--- src/rtl/rollo_ct_readout_pkg.sv ---
// rollo_ct_readout_pkg
//   Shared constants and state encoding for the ROLLO-I ciphertext readout
//   block. Default widths match the encryption core's result memory.
package rollo_ct_readout_pkg;

  localparam int PKG_DW         = 32;
  localparam int PKG_CT_WORDS   = 48;
  localparam int PKG_FIFO_DEPTH = 4;
  localparam int PKG_AW         = $clog2(PKG_CT_WORDS);

  typedef enum logic [1:0] {
    S_IDLE  = 2'd0,
    S_FETCH = 2'd1,
    S_DRAIN = 2'd2,
    S_FIN   = 2'd3
  } state_t;

endpackage

--- src/rtl/rollo_ct_readout_if.sv ---
// rollo_ct_readout_if
//   Bus bundle of the readout block: the 1-cycle-latency read port into the
//   core's result memory and the valid/ready word stream to the host.
//   master : the readout block (drives read strobe/address and stream data)
//   slave  : the environment (memory returning enc_data, host driving out_ready)
interface rollo_ct_readout_if #(
  parameter int DW = 32,
  parameter int AW = 6
) ();

  logic          enc_rd_en;
  logic [AW-1:0] enc_addr;
  logic [DW-1:0] enc_data;
  logic [DW-1:0] out_data;
  logic          out_valid;
  logic          out_ready;

  modport master (
    output enc_rd_en, enc_addr, out_data, out_valid,
    input  enc_data, out_ready
  );

  modport slave (
    input  enc_rd_en, enc_addr, out_data, out_valid,
    output enc_data, out_ready
  );

endinterface

--- src/rtl/rollo_sync_fifo.sv ---
// rollo_sync_fifo
//   Small synchronous FIFO with a combinational head (dout_o = oldest word).
//   DEPTH must be a power of 2 so the pointers wrap naturally.
//   Ports: clk_i, rst_b_i (sync, active-low), push_i/din_i, pop_i,
//          dout_o (head), count_o, full_o, empty_o.
module rollo_sync_fifo #(
  parameter int DW    = 32,
  parameter int DEPTH = 4
) (
  input  logic                     clk_i,
  input  logic                     rst_b_i,
  input  logic                     push_i,
  input  logic [DW-1:0]            din_i,
  input  logic                     pop_i,
  output logic [DW-1:0]            dout_o,
  output logic [$clog2(DEPTH):0]   count_o,
  output logic                     full_o,
  output logic                     empty_o
);

  localparam int PW = $clog2(DEPTH);

  logic [DW-1:0] mem_q [DEPTH];
  logic [PW-1:0] wr_ptr_q;
  logic [PW-1:0] rd_ptr_q;
  logic [PW:0]   count_q;
  logic          do_pop;

  assign do_pop  = pop_i && (count_q != '0);
  assign dout_o  = mem_q[rd_ptr_q];
  assign count_o = count_q;
  assign full_o  = (count_q == (PW+1)'(DEPTH));
  assign empty_o = (count_q == '0);

  always_ff @(posedge clk_i) begin
    if (!rst_b_i) begin
      wr_ptr_q <= '0;
      rd_ptr_q <= '0;
      count_q  <= '0;
    end else begin
      if (push_i) wr_ptr_q <= wr_ptr_q + 1'b1;
      if (do_pop) rd_ptr_q <= rd_ptr_q + 1'b1;
      case ({push_i, do_pop})
        2'b10:   count_q <= count_q + 1'b1;
        2'b01:   count_q <= count_q - 1'b1;
        default: count_q <= count_q;
      endcase
    end
  end

  // Storage carries no reset; only the pointers/count define validity.
  always_ff @(posedge clk_i) begin
    if (push_i) mem_q[wr_ptr_q] <= din_i;
  end

endmodule

--- src/rtl/rollo_ct_readout.sv ---
// rollo_ct_readout
//   After the ROLLO-I core raises enc_ready, fetches CT_WORDS ciphertext words
//   from the core's result memory (1-cycle read latency), buffers them in a
//   FIFO_DEPTH-word FIFO and streams them to the host over valid/ready, keeping
//   a running XOR checksum of accepted words.
//   Ports: clk, rst_b (sync, active-low), enc_ready (start level, rising edge
//          starts a readout), bus (read port + output stream, master side),
//          busy, done (1-cycle pulse), checksum.
module rollo_ct_readout
  import rollo_ct_readout_pkg::*;
#(
  parameter int DW         = PKG_DW,
  parameter int CT_WORDS   = PKG_CT_WORDS,
  parameter int FIFO_DEPTH = PKG_FIFO_DEPTH
) (
  input  logic                 clk,
  input  logic                 rst_b,
  input  logic                 enc_ready,
  rollo_ct_readout_if.master   bus,
  output logic                 busy,
  output logic                 done,
  output logic [DW-1:0]        checksum
);

  localparam int AW = (CT_WORDS > 1) ? $clog2(CT_WORDS) : 1;
  localparam int CW = $clog2(FIFO_DEPTH) + 1;

  state_t        state_q;
  logic          prev_ready_q;
  logic          rd_en_q;
  logic          inflight_q;
  logic          busy_q;
  logic          done_q;
  logic [AW-1:0] addr_q;
  logic [AW:0]   issued_q;
  logic [AW:0]   accepted_q;
  logic [DW-1:0] checksum_q;

  logic [DW-1:0] fifo_dout;
  logic [CW-1:0] fifo_count;
  logic          fifo_full;
  logic          fifo_empty;
  logic          pop;
  logic          start;
  logic [CW:0]   occ_nx;
  logic          credit_ok;

  assign pop   = !fifo_empty && bus.out_ready;
  assign start = enc_ready && !prev_ready_q;

  // The strobe is registered, so the credit decision looks one cycle ahead:
  // next-cycle FIFO count plus the read that will then be in flight.
  assign occ_nx = {1'b0, fifo_count} + (CW+1)'(inflight_q) - (CW+1)'(pop)
                + (CW+1)'(rd_en_q);
  assign credit_ok = (occ_nx < (CW+1)'(FIFO_DEPTH))
                  && (issued_q < (AW+1)'(CT_WORDS))
                  && !(fifo_full && !pop);

  rollo_sync_fifo #(
    .DW    (DW),
    .DEPTH (FIFO_DEPTH)
  ) u_fifo (
    .clk_i   (clk),
    .rst_b_i (rst_b),
    .push_i  (inflight_q),
    .din_i   (bus.enc_data),
    .pop_i   (pop),
    .dout_o  (fifo_dout),
    .count_o (fifo_count),
    .full_o  (fifo_full),
    .empty_o (fifo_empty)
  );

  assign bus.enc_rd_en = rd_en_q;
  assign bus.enc_addr  = addr_q;
  assign bus.out_data  = fifo_dout;
  assign bus.out_valid = !fifo_empty;
  assign busy          = busy_q;
  assign done          = done_q;
  assign checksum      = checksum_q;

  // issued_q counts strobes up to and including the one currently on the port.
  always_ff @(posedge clk) begin
    if (!rst_b) begin
      state_q      <= S_IDLE;
      prev_ready_q <= 1'b0;
      rd_en_q      <= 1'b0;
      inflight_q   <= 1'b0;
      busy_q       <= 1'b0;
      done_q       <= 1'b0;
      addr_q       <= '0;
      issued_q     <= '0;
      accepted_q   <= '0;
      checksum_q   <= '0;
    end else begin
      prev_ready_q <= enc_ready;
      inflight_q   <= rd_en_q;
      done_q       <= 1'b0;
      if (pop) begin
        checksum_q <= checksum_q ^ fifo_dout;
        accepted_q <= accepted_q + 1'b1;
      end
      case (state_q)
        S_IDLE: begin
          if (start) begin
            state_q    <= S_FETCH;
            busy_q     <= 1'b1;
            rd_en_q    <= 1'b1;
            addr_q     <= '0;
            issued_q   <= (AW+1)'(1);
            accepted_q <= '0;
            checksum_q <= '0;
          end
        end
        S_FETCH: begin
          if (issued_q == (AW+1)'(CT_WORDS)) begin
            state_q <= S_DRAIN;
            rd_en_q <= 1'b0;
          end else if (credit_ok) begin
            rd_en_q  <= 1'b1;
            addr_q   <= issued_q[AW-1:0];
            issued_q <= issued_q + 1'b1;
          end else begin
            rd_en_q <= 1'b0;
          end
        end
        S_DRAIN: begin
          if (accepted_q == (AW+1)'(CT_WORDS)) begin
            state_q <= S_FIN;
            busy_q  <= 1'b0;
            done_q  <= 1'b1;
          end
        end
        S_FIN:   state_q <= S_IDLE;
        default: state_q <= S_IDLE;
      endcase
    end
  end

endmodule

--- src/flat_wrapper.sv ---
// flat-port wrapper written by rule: the top's interface ports become plain ports
module rollo_ct_readout_flat import rollo_ct_readout_pkg::*;
#(
  parameter int DW         = PKG_DW,
  parameter int CT_WORDS   = PKG_CT_WORDS,
  parameter int FIFO_DEPTH = PKG_FIFO_DEPTH
)
  (clk, rst_b, enc_ready, busy, done, checksum, bus_enc_rd_en, bus_enc_addr, bus_out_data, bus_out_valid, bus_enc_data, bus_out_ready);
  rollo_ct_readout_if #(.DW(DW), .AW((6))) bus_i ();
  input  logic clk;
  input  logic rst_b;
  input  logic enc_ready;
  output logic busy;
  output logic done;
  output logic [DW-1:0] checksum;
  output wire logic [$bits(bus_i.enc_rd_en)-1:0] bus_enc_rd_en;
  output wire logic [$bits(bus_i.enc_addr)-1:0] bus_enc_addr;
  output wire logic [$bits(bus_i.out_data)-1:0] bus_out_data;
  output wire logic [$bits(bus_i.out_valid)-1:0] bus_out_valid;
  input wire logic [$bits(bus_i.enc_data)-1:0] bus_enc_data;
  input wire logic [$bits(bus_i.out_ready)-1:0] bus_out_ready;
  assign bus_enc_rd_en = bus_i.enc_rd_en;
  assign bus_enc_addr = bus_i.enc_addr;
  assign bus_out_data = bus_i.out_data;
  assign bus_out_valid = bus_i.out_valid;
  assign bus_i.enc_data = bus_enc_data;
  assign bus_i.out_ready = bus_out_ready;
  rollo_ct_readout #(.DW(DW), .CT_WORDS(CT_WORDS), .FIFO_DEPTH(FIFO_DEPTH)) u_core (.clk(clk), .rst_b(rst_b), .enc_ready(enc_ready), .bus(bus_i), .busy(busy), .done(done), .checksum(checksum));
endmodule
--- config.mk ---
export PLATFORM = sky130hd
export DESIGN_NAME = rollo_ct_readout_flat
export DESIGN_NICKNAME = d
export VERILOG_FILES = /design/src/rtl/rollo_ct_readout_pkg.sv /design/src/rtl/rollo_ct_readout_if.sv /design/src/rtl/rollo_sync_fifo.sv /design/src/rtl/rollo_ct_readout.sv /design/src/flat_wrapper.sv
export SDC_FILE = /design/constraint.sdc
export NUM_CORES = 1
export LEC_CHECK = 0
export BUFFER_PORTS_ARGS = -buffer_cell sky130_fd_sc_hd__buf_2
export CORE_ASPECT_RATIO = 0.8
export CORE_UTILIZATION = 45
export CTS_CLUSTER_DIAMETER = 100
export DETAILED_ROUTE_END_ITERATION = 6
export PLACE_DENSITY = 0.65
export SETUP_SLACK_MARGIN = 0.05
export SLEW_MARGIN = 40
export SYNTH_ARGS = -nofsm -noshare
export SYNTH_HDL_FRONTEND = slang
export SYNTH_HIERARCHICAL = 1
export SYNTH_SLANG_ARGS = --single-unit
export TNS_END_PERCENT = 1
--- constraint.sdc ---
create_clock -name clk -period 3.56 [get_ports clk]
set_clock_uncertainty 0.05 [all_clocks]
set_input_delay 0.712 -clock clk [delete_from_list [all_inputs] [get_ports clk]]
set_output_delay 0.712 -clock clk [all_outputs]
set_load 0.05 [all_outputs]
==> reports/metrics.csv, run 1 <==
metric,value,unit
status,"finished, final reports clean",
die height,119.2,um
initial antenna violation count,1,
Min Hold Slack,0.4377,ns
Sw Ratio,0.2956,
Final ANT Viol Nets,0,
placed cell count,833,
top_reg_cell synth,edfxtp_1,
Vias/cell,5.150,
critical path class,reg -> reg,
H-Tree Depth,4,
gr ovfl total,0,
Lkg Pwr,3.386,nW
Setup crit end kind,flop,
Critical Path Start Type,flop,
Hold Path Cell Cnt,1,
CP Max Fanout,8,
clock share of power,0.358,
Setup WS post-layout,0.6257,ns
Final Cycle Share,0.8243,
Least-Margin Pin Slew,0.5978,ns
setup TNS,0,ns
RSZ-0062 raised after global routing,false,
number of global-route vias before repair,4363,
DR pass1 iterations,4,
nets@finish,684,
die area,17700,sq um
FP Rows,42,
number of synthesized flops with an enable pin,128,
Max-cap violations,0,
postcts setup bufs,0,
"Setup violations, final",0,
Post-Syn Instances,514,
share of flip-flops with an asynchronous set or reset,0,
Clock Pin Slew Worst Setup and Hold Paths,0.08,ns
Detailed Route WL,14620,um
first-pass GRT wire length,23050,um
Synth area leader,edfxtp_1,
DR vias,4455,
post-synth cell types,49,
layout cells sized above 1,0.2899,
# DRC,0,
post-synth top area share,0.4976,
Int Pwr,3.875,mW
post-synthesis sequential element count,196,
worst hold path class,in -> reg,
main area contributors after synthesis,"edfxtp_1 (50%), dfxtp_1 (18%), mux4_2 (8.7%)",
Final Non-Filler Cells,865,
sequential power share,0.474,
worst r2r path cells,11,
Mean Syn Cell Area,15.03,sq um
Switch Pwr,1.627,mW
DP HPWL,9342,um
Slew HR,0.5952,
crit path time final,2.934,ns
Fmax,340.8,MHz
synthesized cell area,7725,sq um
sequential area share after synthesis,0.6738,
Worst-Skew Late Latency,0.43,ns
DR WL/cell,16.90,um
Final GP Congestion,0.8064,
Max clock buf depth,2,
"most common cell after layout, fill and taps aside",edfxtp_1,
largest net degree at the start of global routing,40,
pwr dens,603.9,nW/um^2
initial core utilization,0.4637,
Synth warnings,6,
CTS Buf Count,17,
Tot GR Track Use,0.1750,
port bufs,109,
Worst Path Required,3.86,ns
share of total power in combinational logic,0.169,
diode count,0,
cts repair resizes,0,
"commonest non-fill, non-tap cells in the layout","edfxtp_1 (128), buf_2 (109), dfxtp_1 (66)",
CTS tree,yes,
Die Width,148.5,um
crit path DAT,3.23,ns
hold_buf cts,0,
clock tree sinks,196,
I/O pins,110,
Root Driver,clkbuf_16,
Synth Net Count,566,
Layout area overhead,17.95,%
Core ar.,16660,sq um
initial DRC count,237,
final hold vios,0,
worst vdd ir,0.0003267,V
max-slew violations,0,
Place WS,0.4499,ns
power by group through the flow:
stage	Clock (mW)	Combinational, mW	Sequential, mW
final	1.97	0.929	2.61
after global routing	2.11	1.00	2.62
after CTS	2.02	0.930	2.61
after detailed placement	0	0.928	2.66
after global placement	0	0.899	2.65
after floorplan	0	0.588	2.75
area by class of cell:
type	count	area, sq um
clock buffer	18	429.2
clock inverter	14	180.2
fill	1349	7547
inverter	21	78.83
multi-input combinational	281	2337
sequential	196	5207
tap	220	275.3
timing repair buffer	115	603.1
cells in the mapped netlist (2+ instances only):
library cell,count
a21boi_0,2
a21oi_1,10
a31oi_1,3
and2_1,8
and3_1,16
buf_12,3
buf_2,4
clkbuf_1,8
dfxtp_1,68
edfxtp_1,128
ha_1,15
inv_1,21
mux2i_1,2
mux4_1,2
mux4_2,30
nand2_1,52
nand2b_1,3
nand3_1,4
nand4_1,3
nand4b_1,2
nor2_1,41
nor2b_1,2
nor3_1,3
nor3b_1,2
nor4_1,2
o211ai_1,2
o21a_1,7
o21ai_0,9
or3_1,4
or4_1,2
xnor2_1,2
xor2_1,37
state kept, by name, summed over array words and instances, names as in the netlist, 3 cells and up, named ones only:
| register | flops |
|---|---|
| u_core/issued_q | 7 |
| u_core/bus.enc_addr | 6 |
| u_core/u_fifo/count_o | 3 |
| u_core/accepted_q | 7 |
| u_core/checksum | 32 |
| u_core/u_fifo/mem_q | 128 |
cell families (layout without fill, tap and decap cells):
group,after synthesis,after routing,synth area share
AO/OA/AOI/OAI,44,44,0.04017
XOR/XNOR,39,39,0.04422
adder cells (fa/ha/maj),16,16,0.02689
buffers and inverters,37,168,0.02592
flip-flops,196,196,0.6738
multiplexers,34,34,0.09686
AND/OR/NAND/NOR,148,148,0.09216
stage by stage:
stage / instance area (sq um) / power [mW] / utilization
6_report: 9111 / 5.502 / 0.5469
5_1_grt: 9111 / 5.728 / 0.5469
4_1_cts: 9106 / 5.555 / 0.5466
3_5_place_dp: 8497 / 3.585 / 0.5101
3_3_place_gp: 8492 / 3.549 / 0.5098
2_1_floorplan: 7725 / 3.337 / -
routing by layer:
metal	global-route usage	share of wire	up-vias
met5	0	0.00068	-
met4	0.04768	0.0051	2
met3	0.05670	0.050	9
met2	0.2728	0.47	107
met1	0.2349	0.47	2209
li1	-	-	2128
final timing paths:
path	startpoint	end	slack [ns]
worst min-delay path	bus_enc_data[8]	u_core/u_fifo/mem_q[2][8]	0.44
worst max-delay path	u_core/u_fifo/count_o[1]	u_core/issued_q[3]	0.63
worst min register to register	u_core/accepted_q[6]	u_core/accepted_q[6]	0.44
worst max register to register	u_core/u_fifo/count_o[1]	u_core/issued_q[3]	0.63
worst max-delay path, stage by stage, from the launching register on:
cell and delay (ns):
dfxtp_1 0.36, nor3_2 0.36, nand2b_4 0.23, inv_1 0.11, nand2b_1 0.11, nand2_1 0.06, ha_1 0.27, nand3_1 0.10
a21oi_1 0.32, o31ai_2 0.20, or4_1 0.53, a31oi_1 0.18
No activity file was read; power rests on OpenSTA's default activity.
==> inputs of run 2 (changes only) <==
Clock period 3.56 ns to 2.8 ns, I/O delays scaled along.
==> run 2 against run 1 <==
First-iteration DRC count increased by 8.4%. Wire length increased by 1.1%. Sequential power increased by 27%. Via count increased by 1.1%. Critical path depth decreased by 1. Critical path type unchanged. Critical endpoint is now u_core/issued_q[4]. Largest power group unchanged.
==> reports/metrics.csv, run 2 (synthesis gave the netlist of run 1 again) <==
metric,value,unit,change
largest net degree at the start of global routing,33,,was 40
Layout area overhead,18.09,%,was 17.95%
CP top delay family,simple AND/OR/NAND/NOR gates,,unchanged
first-pass GRT wire length,23530,um,was 23050 um
min-delay src,bus_enc_data[29],,was bus_enc_data[8]
worst r2r dst,u_core/issued_q[4],,was u_core/issued_q[3]
CTS Buf Count,17,,unchanged
Final GP Congestion,0.8299,,was 0.8064
number of global-route vias before repair,4573,,was 4363
max-slew violations,0,,unchanged
Lkg Pwr,3.378,nW,was 3.386 nW
RSZ-0062 raised after global routing,true,,was false
multi-input logic area,2346,sq um,was 2337 sq um
port bufs,109,,unchanged
"Most flops, register",u_core/u_fifo/mem_q,,unchanged
critical path class,reg -> reg,,unchanged
status,"finished, final reports clean",,unchanged
worst r2r path cells,10,,was 11
Worst-Skew Late Latency,0.42,ns,was 0.43 ns
final hold vios,0,,unchanged
Filler cells,1336,,was 1349
crit path DAT,2.99,ns,was 3.23 ns
FP Rows,42,,unchanged
Layout Utilization,0.5476,,was 0.5469
Slew HR,0.4427,,was 0.5952
r2r startpoint,u_core/u_fifo/count_o[1],,unchanged
DR pass1 iterations,4,,unchanged
final instance area,9123,sq um,was 9111 sq um
initial DRC count,257,,was 237
initial core utilization,0.4637,,unchanged
max reg flops,128,,unchanged
worst hold path class,in -> reg,,unchanged
Vias/cell,5.175,,was 5.150
slowest cell delay on critical path,0.52,ns,was 0.53 ns
critical-path cell with the highest stage delay,or4_1,,unchanged
worst vdd ir,0.0003744,V,was 0.0003267 V
"Setup violations, final",0,,unchanged
gr ovfl total,0,,unchanged
crit path time final,2.689,ns,was 2.934 ns
Critical Path Start Type,flop,,unchanged
Detailed Route WL,14770,um,was 14620 um
nets@finish,689,,was 684
Setup crit end kind,flop,,unchanged
die area,17700,sq um,unchanged
Tot GR Track Use,0.1784,,was 0.1750
I/O pins,110,,unchanged
met1 usage,0.2362,,was 0.2349
Critical Path Stages,10,,was 11
global routing's busiest layer,met2,,unchanged
CTS tree,yes,,unchanged
CP bufs+invs,1,,unchanged
Final ANT Viol Nets,0,,unchanged
CP Max Fanout,5,,was 8
sequential standard cell area,5210,sq um,was 5207 sq um
hold_buf cts,0,,unchanged
CP Cell Sequence,nor3_2 -> nand2b_4 -> inv_1 -> nand2b_1 -> ha_1 -> a21oi_1 -> and3_1 -> o31ai_4 -> or4_1 -> a31oi_1,,was nor3_2 -> nand2b_4 -> inv_1 -> nand2b_1 -> nand2_1 -> ha_1 -> nand3_1 -> a21oi_1 -> o31ai_2 -> or4_1 -> a31oi_1
Root Driver,clkbuf_16,,unchanged
placed inst area,8547,sq um,was 8497 sq um
Fmax,371.9,MHz,was 340.8 MHz
Max clock buf depth,2,,unchanged
Hold EP,u_core/u_fifo/mem_q[2][29],,was u_core/u_fifo/mem_q[2][8]
Hold Path Cell Cnt,1,,unchanged
layout cells sized above 1,0.2943,,was 0.2899
R2R setup slack,0.11,ns,was 0.63 ns
# DRC,0,,unchanged
Max-cap violations,0,,unchanged
"most common cell after layout, fill and taps aside",edfxtp_1,,unchanged
die height,119.2,um,unchanged
Overall Power,6.828,mW,was 5.502 mW
DR vias,4502,,was 4455
H-Tree Depth,4,,unchanged
Clock Pin Slew Worst Setup and Hold Paths,0.07,ns,was 0.08 ns
pwr dens,748.5,nW/um^2,was 603.9 nW/um^2
Final Cycle Share,0.9604,,was 0.8243
Worst Path Required,3.10,ns,was 3.86 ns
met3 Use GR,0.05900,,was 0.05670
DR WL/cell,16.98,um,was 16.90 um
met2 usage,0.2777,,was 0.2728
"commonest non-fill, non-tap cells in the layout","edfxtp_1 (128), buf_2 (109), dfxtp_1 (66)",,unchanged
Least-Margin Pin Slew,0.8283,ns,was 0.5978 ns
DP HPWL,9504,um,was 9342 um
initial antenna violation count,1,,unchanged
Core ar.,16660,sq um,unchanged
clock tree sinks,196,,unchanged
Die Width,148.5,um,unchanged
## run 2: cell count changes in the layout (fill, tap and decap cells not counted), sizes merged
cell and delta:
buf +5, bufinv -1, clkbuf +1, clkinv +2, clkinvlp +1, diode +1
inv -4
## run 2: per-layer routing
layer  up-vias  wire length (um)
met5         -                 8
met4         2               110
met3        11               834
met2       111              7035
met1      2248              6784
li1       2130                 -
## run 2: stage by stage
step                worst slack [ns]  cells  setup TNS (ns)  hold WS [ns]
floorplan                    0.03611    514               0        0.4031
finish                        0.1107    870               0        0.2939
detailed placement            0.1475    838               0        0.4260
CTS                          0.06065    869               0        0.2696
global placement              0.2260    838               0        0.4178
global route                -0.04117    869        -0.04861        0.2645
## run 2: worst max-delay path by stage
stage | startpoint | end | slack [ns]
floorplan | u_core/u_fifo/count_o[1] | u_core/issued_q[4] | 0.04
global placement | bus_out_ready | u_core/issued_q[3] | 0.23
detailed placement | bus_out_ready | u_core/issued_q[4] | 0.15
CTS | flop | bus_out_data[27] | 0.06
global route | u_core/u_fifo/count_o[1] | u_core/issued_q[4] | -0.04
finish | u_core/u_fifo/count_o[1] | u_core/issued_q[4] | 0.11
## run 2: final cells by class
cell class	count	share of cell area
inverters	21	0.008641
well taps	220	0.03017
repair buffers	120	0.07160
clock inverters	12	0.01358
diodes	1	0.0002743
multi-input cells	281	0.2572
clock buffers	19	0.04746
flip-flops and latches	196	0.5711
## run 2: worst register-to-register path, stage by stage, from the launching register on
cell and delay (ns):
dfxtp_1 0.36, nor3_2 0.22, nand2b_4 0.19, inv_1 0.08
nand2b_1 0.10, ha_1 0.24, a21oi_1 0.28, and3_1 0.32
o31ai_4 0.09, or4_1 0.52, a31oi_1 0.17
## run 2: where the power goes
group | internal (mW) | switching, mW
logic | 0.353 | 0.854
registers | 3.23 | 0.0812
clock network | 1.24 | 1.06
total | 4.83 | 2.00
## run 2: timing repair
item	CTS	global route
buffers inserted	0	0
endpoints found under the hold margin	0	0
gates resized for setup	0	4
setup endpoints to repair	0	14
==> inputs of run 3 (changes only) <==
Settings changed: CTS_BUF_LIST set to sky130_fd_sc_hd__clkbuf_16, PLACE_DENSITY 0.65 to 0.7.
==> run 3 against run 2 <==
Setup slack improved by 0.022 ns. Highest routed layer is now met4. Power increased by 0.32%. Sequential power about the same. Hold slack got worse by 0.0049 ns. Register-to-register slack improved by 0.02 ns. Sequential cell count unchanged.
==> reports/metrics.csv, run 3 (synthesis gave the netlist of run 1 again) <==
metric,value,unit,change
CTS Buf Count,17,,unchanged
CP top delay family,simple AND/OR/NAND/NOR gates,,unchanged
Core ar.,16660,sq um,unchanged
Root Driver,clkbuf_16,,unchanged
Layout Utilization,0.5514,,was 0.5476
pwr dens,745.7,nW/um^2,was 748.5 nW/um^2
DP HPWL,9791,um,was 9504 um
crit path time final,2.667,ns,was 2.689 ns
DR pass1 iterations,4,,unchanged
worst hold path class,in -> reg,,unchanged
Worst-Skew Late Latency,0.43,ns,was 0.42 ns
Final ANT Viol Nets,0,,unchanged
critical-path cell with the highest stage delay,or4_1,,unchanged
CP Max Fanout,5,,unchanged
"Most flops, register",u_core/u_fifo/mem_q,,unchanged
max-slew violations,0,,unchanged
initial core utilization,0.4637,,unchanged
"most common cell after layout, fill and taps aside",edfxtp_1,,unchanged
# DRC,0,,unchanged
Max clock buf depth,2,,unchanged
I/O pins,110,,unchanged
CTS tree,yes,,unchanged
max reg flops,128,,unchanged
largest net degree at the start of global routing,40,,was 33
final hold vios,0,,unchanged
clock tree sinks,196,,unchanged
Slew HR,0.6299,,was 0.4427
"commonest non-fill, non-tap cells in the layout","edfxtp_1 (128), buf_2 (109), dfxtp_1 (65)",,"was edfxtp_1 (128), buf_2 (109), dfxtp_1 (66)"
H-Tree Depth,4,,unchanged
CP Cell Sequence,nor3_2 -> nand2b_4 -> inv_1 -> nand2b_1 -> nand2_1 -> ha_1 -> nand3_1 -> a21oi_2 -> o31ai_2 -> or4_1 -> a31oi_1,,was nor3_2 -> nand2b_4 -> inv_1 -> nand2b_1 -> ha_1 -> a21oi_1 -> and3_1 -> o31ai_4 -> or4_1 -> a31oi_1
Min Hold Slack,0.2890,ns,was 0.2939 ns
port bufs,109,,unchanged
initial antenna violation count,1,,unchanged
die height,119.2,um,unchanged
Die Width,148.5,um,unchanged
Lkg Pwr,3.410,nW,was 3.378 nW
Tot GR Track Use,0.1786,,was 0.1784
R2R setup slack,0.13,ns,was 0.11 ns
gr ovfl total,0,,unchanged
initial DRC count,228,,was 257
Fmax,374.9,MHz,was 371.9 MHz
slowest cell delay on critical path,0.53,ns,was 0.52 ns
Worst Path Required,3.10,ns,about the same
Clock Pin Slew Worst Setup and Hold Paths,0.07,ns,about the same
worst vdd ir,0.0006159,V,was 0.0003744 V
CP bufs+invs,1,,unchanged
Least-Margin Pin Slew,0.5501,ns,was 0.8283 ns
die area,17700,sq um,unchanged
FP Rows,42,,unchanged
crit path DAT,2.97,ns,was 2.99 ns
Final Cycle Share,0.9526,,was 0.9604
DR WL/cell,17.11,um,was 16.98 um
Detailed Route WL,14940,um,was 14770 um
Setup crit end kind,flop,,unchanged
nets@finish,691,,was 689
layout cells sized above 1,0.3037,,was 0.2943
RSZ-0062 raised after global routing,true,,unchanged
Max-cap violations,0,,unchanged
Final GP Congestion,0.8416,,was 0.8299
Critical Path Start Type,flop,,unchanged
"Setup violations, final",0,,unchanged
first-pass GRT wire length,23450,um,was 23530 um
status,"finished, final reports clean",,unchanged
Layout area overhead,18.90,%,was 18.09%
number of global-route vias before repair,4450,,was 4573
critical path class,reg -> reg,,unchanged
Vias/cell,5.157,,was 5.175
DR vias,4502,,unchanged
-- run 3: changes by cell type in the layout (fill, tap and decap cells not counted), sizes merged --
| cell | change |
|---|---|
| buf | +2 |
| clkinvlp | -1 |
| inv | +5 |
| clkbuf | -2 |
| bufinv | -1 |
-- run 3: per-stage QoR --
stage | TNS (ns) | instances | total power [mW] | instance area (sq um) | setup WS (ns)
after floorplan | 0 | 514 | 4.242 | 7725 | 0.03611
after global placement | 0 | 840 | 4.557 | 8607 | 0.2316
after detailed placement | 0 | 840 | 4.604 | 8607 | 0.09581
after CTS | 0 | 872 | 6.916 | 9171 | 0.05139
after global routing | -0.01111 | 872 | 7.133 | 9183 | -0.01111
final | 0 | 873 | 6.850 | 9185 | 0.1327
-- run 3: what timing repair did --
action	4_1_cts	5_1_grt
endpoints found under the hold margin	0	0
resized for setup	0	7
endpoints found under the setup margin	0	12
hold buffers	0	0
setup buffers	0	0
-- run 3: layout make-up --
class | instances | area (sq um)
fill | 1348 | 7473
sequential | 196 | 5209
multi-input combinational | 281 | 2337
timing repair buffer | 122 | 718.2
clock buffer | 17 | 425.4
tap | 220 | 275.3
clock inverter | 15 | 138.9
inverter | 21 | 78.83
antenna | 1 | 2.502
-- run 3: where the power goes --
group / switching [mW] / internal (mW)
Combinational: 0.870 / 0.365
Sequential: 0.0821 / 3.23
Clock: 1.12 / 1.18
Total: 2.07 / 4.78
-- run 3: per-layer routing --
| layer | global-route usage | up-vias | share of wire |
|---|---|---|---|
| met3 | 0.06245 | 9 | 0.060 |
| met5 | 0 | - | 0 |
| met1 | 0.2352 | 2239 | 0.46 |
| met4 | 0.05284 | 0 | 0.0081 |
| li1 | - | 2142 | - |
| met2 | 0.2783 | 112 | 0.47 |
-- run 3: worst paths after layout --
| kind | startpoint | endpoint | cells past startpoint |
|---|---|---|---|
| worst min register to register | u_core/u_fifo/rd_ptr_q[1] | flop | 2 |
| worst min-delay path | bus_enc_data[4] | u_core/u_fifo/mem_q[0][4] | 1 |
| worst max-delay path | u_core/u_fifo/count_o[1] | u_core/issued_q[4] | 11 |
| worst max register to register | u_core/u_fifo/count_o[1] | u_core/issued_q[4] | 11 |
-- run 3: worst register-to-register path, cell delays in order (launching register included) --
cell and delay, ns:
dfxtp_1 0.35, nor3_2 0.24, nand2b_4 0.20, inv_1 0.09
nand2b_1 0.12, nand2_1 0.07, ha_1 0.28, nand3_1 0.11
a21oi_2 0.24, o31ai_2 0.12, or4_1 0.53, a31oi_1 0.20
